<file path="config.mk">
export PLATFORM = sky130hd
export DESIGN_NAME = fmul_issue_arbiter_flat
export DESIGN_NICKNAME = d
export VERILOG_FILES = /design/src/rtl/fmul_issue_arbiter_pkg.sv /design/src/rtl/fmul_issue_arbiter_if.sv /design/src/rtl/fmul_issue_arbiter_rr_picker.sv /design/src/rtl/fmul_issue_arbiter.sv /design/src/flat_wrapper.sv
export SDC_FILE = /design/constraint.sdc
export NUM_CORES = 1
export LEC_CHECK = 0
export BUFFER_PORTS_ARGS = -buffer_cell sky130_fd_sc_hd__buf_2
export CORE_MARGIN = 2
export CORE_UTILIZATION = 40
export CTS_CLUSTER_SIZE = 20
export DETAILED_ROUTE_END_ITERATION = 12
export PLACE_DENSITY = 0.79
export SETUP_SLACK_MARGIN = 0.1
export SYNTH_ARGS = -nofsm -noshare
export SYNTH_HDL_FRONTEND = slang
export SYNTH_SLANG_ARGS = --single-unit
</file>
<file path="constraint.sdc">
create_clock -name clk -period 1.8 [get_ports clk]
set_input_delay 0.18 -clock clk [delete_from_list [all_inputs] [get_ports clk]]
set_output_delay 0.18 -clock clk [all_outputs]
set_load 0.01 [all_outputs]
</file>
<file path="src/rtl/fmul_issue_arbiter_pkg.sv">
// Shared types for the FMUL issue arbiter: S2E payload layout, FMUL op
// encoding and the killmask match helper.
// Ports: none (package).
package fmul_issue_arbiter_pkg;

  localparam int unsigned SPEC_STATES = 4;
  localparam int unsigned DATA_W      = 26;

  // FMUL operation classes; each has its own fixed execution latency
  typedef enum logic [1:0] {
    OP_FMUL_S  = 2'd0,
    OP_FMUL_D  = 2'd1,
    OP_FMADD_S = 2'd2,
    OP_FMADD_D = 2'd3
  } fmul_op_e;

  // Scheduler-to-execute payload as presented on the FMUL port
  typedef struct packed {
    fmul_op_e               op;
    logic [SPEC_STATES-1:0] killmask;
    logic [DATA_W-1:0]      data;
  } port_s2e_t;

  localparam int unsigned PORT_S2E_LEN = $bits(port_s2e_t);

  // A uop dies when an active kill hits any speculative state it depends on
  function automatic logic is_killed(input logic [SPEC_STATES-1:0] killmask,
                                     input logic                   kill_enable,
                                     input logic [SPEC_STATES-1:0] vkillmask);
    return kill_enable & (|(killmask & vkillmask));
  endfunction

endpackage

</file>
<file path="src/rtl/fmul_issue_arbiter_if.sv">
// Bundle of scheduler request, kill/flush and FMUL port signals.
// Ports (slave = arbiter view):
//   in : Flush, Kill_Enable, Kill_VKillMask, Req_Valid, Req_S2E, Fu_Ready
//   out: Req_Grant, Fu_Port_Valid, Fu_Port_S2E, Busy
interface fmul_issue_arbiter_if #(
  parameter int unsigned NUM_REQ = 2
);
  import fmul_issue_arbiter_pkg::*;

  logic                            Flush;
  logic                            Kill_Enable;
  logic [SPEC_STATES-1:0]          Kill_VKillMask;
  logic [NUM_REQ-1:0]              Req_Valid;
  logic [NUM_REQ*PORT_S2E_LEN-1:0] Req_S2E;
  logic [NUM_REQ-1:0]              Req_Grant;
  logic                            Fu_Port_Valid;
  logic [PORT_S2E_LEN-1:0]         Fu_Port_S2E;
  logic                            Fu_Ready;
  logic                            Busy;

  // Environment side: schedulers, kill/flush sources and the FMUL unit
  modport master (
    output Flush, Kill_Enable, Kill_VKillMask, Req_Valid, Req_S2E, Fu_Ready,
    input  Req_Grant, Fu_Port_Valid, Fu_Port_S2E, Busy
  );

  // Arbiter side
  modport slave (
    input  Flush, Kill_Enable, Kill_VKillMask, Req_Valid, Req_S2E, Fu_Ready,
    output Req_Grant, Fu_Port_Valid, Fu_Port_S2E, Busy
  );

endinterface

</file>
<file path="src/rtl/fmul_issue_arbiter_rr_picker.sv">
// Round-robin priority picker: first eligible index at or after rr_ptr,
// scanning upward modulo N.
// Ports: in eligible[N], rr_ptr; out grant_c (one-hot), idx_c, any_c.
module fmul_issue_arbiter_rr_picker #(
  parameter  int unsigned N     = 2,
  localparam int unsigned IDX_W = $clog2(N)
) (
  input  logic [N-1:0]     eligible,
  input  logic [IDX_W-1:0] rr_ptr,
  output logic [N-1:0]     grant_c,
  output logic [IDX_W-1:0] idx_c,
  output logic             any_c
);

  function automatic int unsigned wrap_idx(input int unsigned base,
                                           input int unsigned offs);
    int unsigned s;
    s = base + offs;
    return (s >= N) ? (s - N) : s;
  endfunction

  // Scan starting at the pointer; the first hit wins
  always_comb begin
    grant_c = '0;
    idx_c   = '0;
    any_c   = 1'b0;
    for (int unsigned k = 0; k < N; k++) begin
      if (!any_c && eligible[IDX_W'(wrap_idx(32'(rr_ptr), k))]) begin
        any_c                                      = 1'b1;
        grant_c[IDX_W'(wrap_idx(32'(rr_ptr), k))] = 1'b1;
        idx_c                                      = IDX_W'(wrap_idx(32'(rr_ptr), k));
      end
    end
  end

endmodule

</file>
<file path="src/rtl/fmul_issue_arbiter.sv">
// Shares one FMUL unit between NUM_REQ scheduler ports: round-robin pick,
// latch the winner's payload and hold it on the FMUL port until completion,
// flush or kill.
// Ports: clk, rst (sync, active-high); bus (slave modport) carrying
//   requests/grants, kill/flush, and the FMUL Port_Valid/Port_S2E/Ready.
module fmul_issue_arbiter
  import fmul_issue_arbiter_pkg::*;
#(
  parameter int unsigned NUM_REQ = 2
) (
  input  logic                clk,
  input  logic                rst,
  fmul_issue_arbiter_if.slave bus
);

  localparam int unsigned IDX_W = $clog2(NUM_REQ);

  typedef enum logic {
    ST_IDLE = 1'b0,
    ST_HOLD = 1'b1
  } state_e;

  state_e             state_q, state_d;
  port_s2e_t          payload_q, payload_d;
  logic [IDX_W-1:0]   rr_ptr_q, rr_ptr_d;

  port_s2e_t          req_c [NUM_REQ];
  logic [NUM_REQ-1:0] eligible_c;
  logic [NUM_REQ-1:0] pick_grant_c;
  logic [IDX_W-1:0]   pick_idx_c;
  logic               pick_any_c;
  logic               held_killed_c;
  logic               release_c;
  logic               grant_ok_c;
  logic               grant_c;

  // Unpack requests; a request hit by the active kill is not eligible
  always_comb begin
    for (int unsigned i = 0; i < NUM_REQ; i++) begin
      req_c[i]      = port_s2e_t'(bus.Req_S2E[i*PORT_S2E_LEN +: PORT_S2E_LEN]);
      eligible_c[i] = bus.Req_Valid[i] &
                      ~is_killed(req_c[i].killmask, bus.Kill_Enable, bus.Kill_VKillMask);
    end
  end

  fmul_issue_arbiter_rr_picker #(
    .N (NUM_REQ)
  ) u_rr_picker (
    .eligible (eligible_c),
    .rr_ptr   (rr_ptr_q),
    .grant_c  (pick_grant_c),
    .idx_c    (pick_idx_c),
    .any_c    (pick_any_c)
  );

  // Release frees the holding register this cycle, so a new grant may
  // land on the same edge for zero-bubble back-to-back issue
  always_comb begin
    held_killed_c = is_killed(payload_q.killmask, bus.Kill_Enable, bus.Kill_VKillMask);
    release_c     = bus.Flush | held_killed_c | ((state_q == ST_HOLD) & bus.Fu_Ready);
    grant_ok_c    = ~bus.Flush & ~rst & ((state_q == ST_IDLE) | release_c);
    grant_c       = grant_ok_c & pick_any_c;
  end

  assign bus.Req_Grant = grant_c ? pick_grant_c : '0;

  // Next state, payload and pointer
  always_comb begin
    state_d   = state_q;
    payload_d = payload_q;
    rr_ptr_d  = rr_ptr_q;
    if (grant_c) begin
      state_d   = ST_HOLD;
      payload_d = req_c[pick_idx_c];
      rr_ptr_d  = (pick_idx_c == IDX_W'(NUM_REQ - 1)) ? '0 : pick_idx_c + IDX_W'(1);
    end else if (release_c) begin
      state_d   = ST_IDLE;
    end
  end

  // State, holding register and round-robin pointer
  always_ff @(posedge clk) begin
    if (rst) begin
      state_q   <= ST_IDLE;
      payload_q <= '0;
      rr_ptr_q  <= '0;
    end else begin
      state_q   <= state_d;
      payload_q <= payload_d;
      rr_ptr_q  <= rr_ptr_d;
    end
  end

  // FMUL port is driven straight from flops
  assign bus.Fu_Port_Valid = (state_q == ST_HOLD);
  assign bus.Busy          = (state_q == ST_HOLD);
  assign bus.Fu_Port_S2E   = payload_q;

endmodule

</file>
<file path="src/flat_wrapper.sv">
// flat-port wrapper written by rule: the top's interface ports become plain ports
module fmul_issue_arbiter_flat import fmul_issue_arbiter_pkg::*;
#(
  parameter int unsigned NUM_REQ = 2
)
  (clk, rst, bus_Flush, bus_Kill_Enable, bus_Kill_VKillMask, bus_Req_Valid, bus_Req_S2E, bus_Fu_Ready, bus_Req_Grant, bus_Fu_Port_Valid, bus_Fu_Port_S2E, bus_Busy);
  fmul_issue_arbiter_if #(.NUM_REQ(NUM_REQ)) bus_i ();
  input  logic clk;
  input  logic rst;
  input wire logic [$bits(bus_i.Flush)-1:0] bus_Flush;
  input wire logic [$bits(bus_i.Kill_Enable)-1:0] bus_Kill_Enable;
  input wire logic [$bits(bus_i.Kill_VKillMask)-1:0] bus_Kill_VKillMask;
  input wire logic [$bits(bus_i.Req_Valid)-1:0] bus_Req_Valid;
  input wire logic [$bits(bus_i.Req_S2E)-1:0] bus_Req_S2E;
  input wire logic [$bits(bus_i.Fu_Ready)-1:0] bus_Fu_Ready;
  output wire logic [$bits(bus_i.Req_Grant)-1:0] bus_Req_Grant;
  output wire logic [$bits(bus_i.Fu_Port_Valid)-1:0] bus_Fu_Port_Valid;
  output wire logic [$bits(bus_i.Fu_Port_S2E)-1:0] bus_Fu_Port_S2E;
  output wire logic [$bits(bus_i.Busy)-1:0] bus_Busy;
  assign bus_i.Flush = bus_Flush;
  assign bus_i.Kill_Enable = bus_Kill_Enable;
  assign bus_i.Kill_VKillMask = bus_Kill_VKillMask;
  assign bus_i.Req_Valid = bus_Req_Valid;
  assign bus_i.Req_S2E = bus_Req_S2E;
  assign bus_i.Fu_Ready = bus_Fu_Ready;
  assign bus_Req_Grant = bus_i.Req_Grant;
  assign bus_Fu_Port_Valid = bus_i.Fu_Port_Valid;
  assign bus_Fu_Port_S2E = bus_i.Fu_Port_S2E;
  assign bus_Busy = bus_i.Busy;
  fmul_issue_arbiter #(.NUM_REQ(NUM_REQ)) u_core (.clk(clk), .rst(rst), .bus(bus_i));
endmodule
</file>
==> metrics.csv <==
stage,metric,value,unit
status,outcome,"complete, no violations",
worst_setup_path,crit_path_end_kind,output pin,
yosys,netlist_area,1550,sq um
timing,period_needed,1.76,ns
floorplan,die_x,66.3,microns
floorplan,die_h,66.3,microns
cells_and_area,instances_no_fill,306,
yosys,synth-seq-cells,34,
yosys,synth_top_area_cell,dfxtp_1,
clock_tree,clk_path_buf_depth,2,
global_routing,grt_max_degree,33,
drt,routed_wl,4.55,mm
yosys,synth-simple-area-share,0.193,
yosys,synth_xor_area_frac,0,
power,combPwrFrac,0.191,
global_routing,grt.total_usage,0.205,
clock_tree,cts_num_sinks,34,
floorplan,dieArea,4390,sq um
yosys,synthFlopType,dfxtp_1,
clock_tree,cts_root_buf,clkbuf_8,
power,power.density,792,nW/um^2
worst_setup_path,crit_type,reg2out,
clock_tree,path_clk_slew,0.08,ns
floorplan,io_pins,111,
timing,finClkSkew,0.0107,ns
drt,drcViolationCount,0,
cells_and_area,nets,332,
cells_and_area,fillCellCount,305,
timing,drv_slew,0,
drt,drt-wirelength-per-cell,14.9,microns
timing,period_share,0.977,
yosys,synth_top_area_share,0.439,
yosys,synth_fp_nets,217,
cells_and_area,layout-drive-gt1-share,0.550,
placed_design,hpwl,3.15,mm
floorplan,fp-row-count,22,
timing,worstMarginPinSlew,0.354,ns
timing,fin_ws,0.0414,ns
cells_and_area,antenna_cells,0,
drt,drt_iter0_drc,85,
clock_tree,tritoncts,done,
flow_run,cap_violations,0,
floorplan,start_util,0.421,
drt,avgViaCountPerCell,5.38,
power,p_seq_frac,0.446,
yosys,synth_cell_types,27,
min_path,hold_class,in2reg,
global_routing,grt_pass1_vias,1583,
yosys,postSynthAreaPerCell,10.9,sq um
timing,rsz0062_at_grt,true,
power,p_leak,1.15,nW
yosys,yosys-mux-area-fraction,0,
placed_design,port_buffers,110,
timing,final-setup-viol-count,0,
drt,dr.pass1.iters,4,
cells_and_area,layout_commonest_cell,buf_2,
clock_tree,clk_latency,0.28,ns
yosys,synth_edf_count,0,
power,vdd_drop_max,0.000354,V
yosys,synth_compound_area_frac,0.302,
yosys,yosys-top-cells-area,"dfxtp_1 44%, a221o_1 21%, nor3b_1 15%, a22o_1 2.3%, buf_2 2.3%",
worst_setup_path,cp.required,1.62,ns
yosys,synth_warnings,0,
yosys,synth-adder-area-share,0,
drt,ant_nets,0,
power,total_power,1.89,mW
placed_design,placed_cells_incl_taps,293,
clock_tree,cts_buffers,5,
yosys,yosysSeqAreaShare,0.439,
floorplan,fp.coreArea,3690,sq um
placed_design,routabilityCongestion,0.918,
placed_design,place_ws,0.109,ns
timing,relSlewSlack,0.758,
global_routing,grt_pass1_wl,6.91,mm
timing,hold_violations,0,
power,p_int,1.42,mW
cells_and_area,areaGrowthSynthToFinish,54.1,%
power,p_clk_frac,0.363,
cells_and_area,mostFrequentLayoutCells,"108 x buf_2, 32 x a221o_1, 31 x nor3b_1, 30 x dfxtp_1",
yosys,synth_top_family_by_area,compound AO/OA/AOI/OAI gates,
worst_setup_path,arrival,1.58,ns
clock_tree,htreeDepth,2,
drt,vias,1645,
cells_and_area,design_area,2390,sq um
placed_design,placed_cell_area,2150,sq um
global_routing,overflow,0,
worst_setup_path,start_kind,register,
yosys,synthArstFlopShare,0,
power,p_sw,472,uW
global_routing,antenna_found_initial,0,
worst_setup_path,crit_fanout,3,
timing,max_freq,569,MHz
power,swShare,0.249,
yosys,synthCells,142,
[kinds of logic (layout without fill, tap and decap cells)]
family / after synthesis / count (layout)
buffers and inverters: 15 / 131
AO/OA/AOI/OAI: 49 / 49
AND/OR/NAND/NOR: 44 / 44
flip-flops: 34 / 34
[worst max-delay path, stage by stage (launching register included)]
cell      delay, ns
dfxtp_2        0.33
a22o_1         0.26
o21a_1         0.22
o211ai_2       0.17
nor2_2         0.07
buf_6          0.13
buf_6          0.11
[sequential cells by signal (all words and copies together) (netlist names)]
name / cells
u_core.bus.Fu_Port_S2E: 32
u_core.bus.Busy: 1
u_core.rr_ptr_q: 1
[worst paths after layout]
path,start,to,slack [ns],depth (start not counted)
min,rst,u_core.rr_ptr_q,0.10,2
min reg2reg,u_core.bus.Fu_Port_S2E[13],u_core.bus.Fu_Port_S2E[13],0.48,1
max reg2reg,u_core.bus.Fu_Port_S2E[26],u_core.bus.Fu_Port_S2E[16],0.05,7
max,u_core.bus.Fu_Port_S2E[26],bus_Req_Grant[1],0.04,6
[power by group through the flow]
stage | sequential [mW] | clock, mW | combinational, mW
floorplan | 0.884 | 0 | 0.140
global placement | 0.859 | 0 | 0.333
detailed placement | 0.857 | 0 | 0.340
CTS | 0.844 | 0.699 | 0.361
global route | 0.850 | 0.742 | 0.393
finish | 0.845 | 0.687 | 0.362
[repair_timing]
item | in CTS | in global routing
hold buffers | 0 | 0
gates resized for setup | 7 | 5
pin swaps | 7 | 14
endpoints found under the setup margin | 2 | 34
cloned | 1 | 0
buffers inserted | 4 | 0
[metrics by stage]
| stage | setup TNS (ns) | utilization | hold WS [ns] |
|---|---|---|---|
| floorplan | 0 | - | 0.252 |
| global placement | 0 | 0.584 | 0.397 |
| detailed placement | 0 | 0.584 | 0.400 |
| CTS | 0 | 0.642 | 0.0922 |
| global route | -0.352 | 0.648 | 0.101 |
| finish | 0 | 0.648 | 0.103 |
[synthesized netlist by cell type (2+ instances only)]
library cell	number
a22oi_1	2
dfxtp_1	34
buf_6	3
o21a_1	2
nor3b_1	32
a22o_1	4
nor2_1	4
a221o_1	32
buf_4	4
buf_2	7
nand2_1	2
[layer usage]
metal | part of all wire | vias to the layer above | track usage
met5 | 0 | - | 0
met4 | 0.0029 | 0 | 0.0485
met3 | 0.074 | 2 | 0.0681
met2 | 0.50 | 71 | 0.368
met1 | 0.42 | 769 | 0.233
li1 | - | 803 | -
[cell type report]
class / count / area, sq um / area share
clock buffer: 5 / 68.8 / 0.0288
clock inverter: 3 / 40.0 / 0.0167
inverter: 1 / 3.75 / 0.00157
multi-input combinational: 93 / 785 / 0.328
sequential: 34 / 686 / 0.287
tap: 48 / 60.1 / 0.0251
timing repair buffer: 122 / 748 / 0.313
(Power assumes the default switching activity.)
